File: config.mk
export PLATFORM = sky130hd
export DESIGN_NAME = shift_frame_ctrl
export DESIGN_NICKNAME = d
export VERILOG_FILES = /design/src/rtl/shift_pkg.sv /design/src/rtl/shift_tick_gen.sv /design/src/rtl/shift_frame_ctrl.sv
export SDC_FILE = /design/constraint.sdc
export NUM_CORES = 1
export LEC_CHECK = 0
export CAP_MARGIN = 20
export CORE_AREA = 2 2 58 60
export CTS_CLUSTER_DIAMETER = 60
export DETAILED_ROUTE_END_ITERATION = 6
export DIE_AREA = 0 0 60 62
export PLACE_DENSITY = 0.68
export SYNTH_ARGS = -nofsm -noshare
export SYNTH_HDL_FRONTEND = slang
export SYNTH_HIERARCHICAL = 1
export SYNTH_SLANG_ARGS = --single-unit
File: constraint.sdc
create_clock -name clk -period 2.2 [get_ports clk]
set_input_delay 0.33 -clock clk [delete_from_list [all_inputs] [get_ports clk]]
set_output_delay 0.33 -clock clk [all_outputs]
set_load 0.02 [all_outputs]
File: src/rtl/shift_pkg.sv
// Shared definitions for the serial frame controller: FSM encoding and default sizing.
package shift_pkg;

    typedef enum logic [1:0] {
        StIdle  = 2'd0,
        StShift = 2'd1,
        StDone  = 2'd2
    } state_e;

    localparam int unsigned DefWidth = 8;
    localparam int unsigned DefDiv   = 4;

endpackage

File: src/rtl/shift_tick_gen.sv
// Bit-tick divider: while run is high, tick pulses once every DIV clocks.
module shift_tick_gen
    import shift_pkg::*;
#(
    parameter int unsigned DIV = DefDiv
) (
    input  logic clk,
    input  logic rst_n,
    input  logic clear,
    input  logic run,
    output logic tick
);

    localparam int unsigned CntW   = (DIV > 1) ? $clog2(DIV) : 1;
    localparam logic [CntW-1:0] CntMax = CntW'(DIV - 1);

    logic [CntW-1:0] div_cnt_q, div_cnt_d;

    always_comb begin
        tick      = run && (div_cnt_q == CntMax);
        div_cnt_d = div_cnt_q;
        if (clear) begin
            div_cnt_d = '0;
        end else if (run) begin
            // Wrap at the terminal count so the counter never runs past DIV-1.
            div_cnt_d = tick ? '0 : div_cnt_q + CntW'(1);
        end
    end

    always_ff @(posedge clk or negedge rst_n) begin
        if (!rst_n) begin
            div_cnt_q <= '0;
        end else begin
            div_cnt_q <= div_cnt_d;
        end
    end

endmodule

File: src/rtl/shift_frame_ctrl.sv
// Sequences one serial frame: loads a word, shifts it out MSB first while capturing ser_in,
// then presents the captured word with a one-cycle rx_valid strobe.
module shift_frame_ctrl
    import shift_pkg::*;
#(
    parameter int unsigned WIDTH = DefWidth,
    parameter int unsigned DIV   = DefDiv
) (
    input  logic             clk,
    input  logic             rst_n,
    input  logic             start_valid,
    output logic             start_ready,
    input  logic [WIDTH-1:0] tx_data,
    input  logic             abort,
    input  logic             ser_in,
    output logic             ser_out,
    output logic             shift_en,
    output logic             busy,
    output logic [WIDTH-1:0] rx_data,
    output logic             rx_valid
);

    localparam int unsigned BitW = $clog2(WIDTH + 1);
    localparam logic [BitW-1:0] LastBit = BitW'(WIDTH - 1);

    state_e           state_q, state_d;
    logic [WIDTH-1:0] sreg_q, sreg_d;
    logic [BitW-1:0]  bit_cnt_q, bit_cnt_d;
    logic [WIDTH-1:0] rx_data_q, rx_data_d;
    logic             rx_valid_q, rx_valid_d;
    logic             tick_clear;
    logic             tick_run;
    logic             tick;

    shift_tick_gen #(
        .DIV (DIV)
    ) u_tick (
        .clk   (clk),
        .rst_n (rst_n),
        .clear (tick_clear),
        .run   (tick_run),
        .tick  (tick)
    );

    always_comb begin
        state_d     = state_q;
        sreg_d      = sreg_q;
        bit_cnt_d   = bit_cnt_q;
        rx_data_d   = rx_data_q;
        rx_valid_d  = 1'b0;
        tick_clear  = 1'b0;
        tick_run    = (state_q == StShift);
        start_ready = (state_q == StIdle);
        busy        = (state_q != StIdle);
        ser_out     = 1'b0;
        shift_en    = 1'b0;

        unique case (state_q)
            StIdle: begin
                // abort is ignored here so a same-cycle start always wins.
                if (start_valid) begin
                    sreg_d     = tx_data;
                    bit_cnt_d  = '0;
                    tick_clear = 1'b1;
                    state_d    = StShift;
                end
            end
            StShift: begin
                ser_out = sreg_q[WIDTH-1];
                if (abort) begin
                    tick_clear = 1'b1;
                    state_d    = StIdle;
                end else if (tick) begin
                    shift_en  = 1'b1;
                    sreg_d    = {sreg_q[WIDTH-2:0], ser_in};
                    bit_cnt_d = bit_cnt_q + BitW'(1);
                    if (bit_cnt_q == LastBit) begin
                        state_d = StDone;
                    end
                end
            end
            StDone: begin
                rx_data_d  = sreg_q;
                rx_valid_d = 1'b1;
                state_d    = StIdle;
            end
            default: begin
                state_d = StIdle;
            end
        endcase
    end

    always_ff @(posedge clk or negedge rst_n) begin
        if (!rst_n) begin
            state_q    <= StIdle;
            sreg_q     <= '0;
            bit_cnt_q  <= '0;
            rx_data_q  <= '0;
            rx_valid_q <= 1'b0;
        end else begin
            state_q    <= state_d;
            sreg_q     <= sreg_d;
            bit_cnt_q  <= bit_cnt_d;
            rx_data_q  <= rx_data_d;
            rx_valid_q <= rx_valid_d;
        end
    end

    assign rx_data  = rx_data_q;
    assign rx_valid = rx_valid_q;

endmodule

==> run summary <==
Outcome -> completed
Largest net degree at the start of global routing -> 26
Setup CP Type -> reg2out
Global route overflow -> 0
Leak -> 0.704 nW
Die X -> 60 um
Dpl cells -> 160
IO Count -> 26
Yosys top cell by area -> dfrtp_1
Clk root buf -> clkbuf_4
DRC violations left -> 0
Via/cell ratio -> 4.64
Synth unique cells -> 29
Initial antenna violation count -> 0
Yosys top cell area share -> 53.1%
First-pass GRT wire length -> 3380 um
Final Max Slew Viols -> 0
P per Cell Area -> 735 nW/um^2
# rows -> 21
Crit end category -> output pin
Via count -> 761
Required @ worst endpoint -> 1.87 ns
Vias in the first global route -> 785
Core area -> 3180 um^2
Reg-to-Reg Start -> u_tick/div_cnt_q[0]
Post-synthesis register bit count -> 25
Startpoint Class -> flip-flop
Fin cells -> 164
Area growth from synthesis to layout -> 29.9%
Die ar. -> 3720 um^2
Avg WL per Cell -> 12.9 um
CTS tree -> done
Avg Synthesized Cell Area -> 13.5 um^2
Most Crowded Layer GR -> met2
Layout cells sized above 1 -> 30.5%
Initial DRT Pass Iterations -> 4
Final setup viols -> 0
CTS H-tree lvls -> 1
Clock insertion delay at the later pin of the skew report -> 0.31 ns
Power Total -> 0.00113 W
Num CTS Buffers -> 3
Crit path from -> u_tick/div_cnt_q[0]
Relative slew slack -> 69.5%
Final WL -> 2120 um
Fill count -> 301
Final Hold Fails -> 0
Detail Route Antenna Nets -> 0
Reg2Reg Capture Point -> sreg_q[1]
Max cap viols -> 0
Cell area after synthesis -> 1180 um^2
Top cells by count, synth -> dfrtp_1 (25), mux2_2 (23)
Critical path peak fanout -> 3
Post-DP HPWL -> 1590 um
GRT Resource Usage Total -> 12.6%
Met2 Use GR -> 23.1%
Clock Skew -> 0.00512 ns
Yosys warnings -> 6
NumNets Final -> 134
Worst VDD drop -> 0.241 mV
GPL Wtd Cong -> 0.743
Met1 Track Usage GR -> 14.5%
GR Util met3 -> 1.86%
Worst Path Arrival -> 1.69 ns
Worst-margin pin slew -> 0.457 ns
Fin util -> 48.2%
Die H -> 62 um
Clock-pin slew on the worst setup and hold paths -> 0.14 ns
Starting DRT DRC Count -> 7
Starting density of the core -> 37.1%
CTS Buffer Depth -> 2
Final worst path period need -> 2.02 ns
RSZ-0062 raised after global routing -> false
Sequential fraction of the synthesis area -> 53.1%
Top FF cell, synth -> dfrtp_1
Mapped Cells -> 87
Post-Route Setup TNS -> 0 ns
Top-count cell post-synth -> dfrtp_1
Syn Nets -> 102
Final worst path period share -> 91.6%
Largest cells by area after synthesis -> dfrtp_1 (53%), mux2_2 (22%), ha_1 (2.1%), nand2b_1 (1.6%), a22o_1 (1.5%)
Setup ws final -> 0.185 ns
Synth async-reset ratio -> 100%
Worst min path class -> in2async
Post-synth EDFFs -> 0
TritonCTS sink count -> 25
Reg2Reg Depth -> 5
Max Clk Rate -> 496 MHz
Number of inserted diodes -> 0
R2r setup slk -> 0.43 ns
Pre-CTS setup slack -> 0.152 ns
IO Port Bufs -> 25
-- area by class of cell --
| cell class | count | area, um^2 | area share (%) |
|---|---|---|---|
| Inverter | 3 | 11.3 | 0.735 |
| Multi-Input combinational cell | 56 | 518 | 33.8 |
| Tap cell | 46 | 57.6 | 3.76 |
| Clock buffer | 3 | 22.5 | 1.47 |
| Sequential cell | 25 | 626 | 40.8 |
| Clock inverter | 1 | 7.51 | 0.490 |
| Timing Repair Buffer | 30 | 289 | 18.9 |
-- critical path, stage by stage (launching register included) --
cell	delay [ns]
dfrtp_1	0.43
ha_1	0.22
and2_1	0.17
and4bb_2	0.24
dlygate4sd2_1	0.32
-- logic make-up after synthesis --
family / synth area share, %
xor gates and xnor gates: 0.743
DFF: 53.1
AOI/OAI and AO/OA: 6.48
and+or+nand+nor: 10.8
muxes: 23.8
buffers and inverters: 2.97
adders and majority gates: 2.12
-- report_power, final --
group	total, W	leakage (nW)	internal [W]	switching, W
clock	0.000203	0.0139	0.0000693	0.000134
combinational	0.000298	0.365	0.000182	0.000117
sequential	0.000624	0.325	0.000555	0.0000693
-- metal layers --
metal	part of all wire (%)	wire [um]
met1	46	972
met2	50	1070
met3	2.6	55
met4	1.3	27
met5	0	0
-- timing repair --
| action | CTS | global route |
|---|---|---|
| hold buffers | 0 | 0 |
| endpoints found under the hold margin | 0 | 0 |
| endpoints found under the setup margin | 1 | 1 |
| pin swaps | 0 | 0 |
| buffers inserted | 0 | 0 |
| gates resized for setup | 1 | 1 |
-- through the flow --
step | cell area, um^2 | hold slack, ns
5_1_grt | 1530 | 0.392
6_report | 1530 | 0.361
4_1_cts | 1530 | 0.364
3_5_place_dp | 1500 | 0.493
3_3_place_gp | 1500 | 0.478
2_1_floorplan | 1180 | 0.0344
-- state kept, by name (all words and copies together) (netlist names) --
name	count
state_q	2
rx_valid	1
bit_cnt_q	4
sreg_q	8
u_tick/div_cnt_q	2
rx_data	8
-- cell usage in the layout, fill, tap and decap left out, types with 2 or more instances in the layout --
cell type,instances
and2_1,2
a21oi_1,3
a22o_1,2
nand2b_1,3
mux2_2,23
inv_1,3
nand3b_1,2
clkdlybuf4s50_1,23
ha_1,2
clkbuf_4,3
dfrtp_1,25
nor2_1,3
buf_4,5
-- how the worst max path moves through the flow --
stage / end / slack, ns / cells after the start
6_report: shift_en / 0.18 / 4
5_1_grt: start_ready / 0.09 / 3
4_1_cts: ser_out / 0.008 / 4
3_5_place_dp: shift_en / 0.15 / 3
3_3_place_gp: shift_en / 0.14 / 3
2_1_floorplan: sreg_q[0] / 0.38 / 7
No activity file was read; power rests on OpenSTA's default activity.
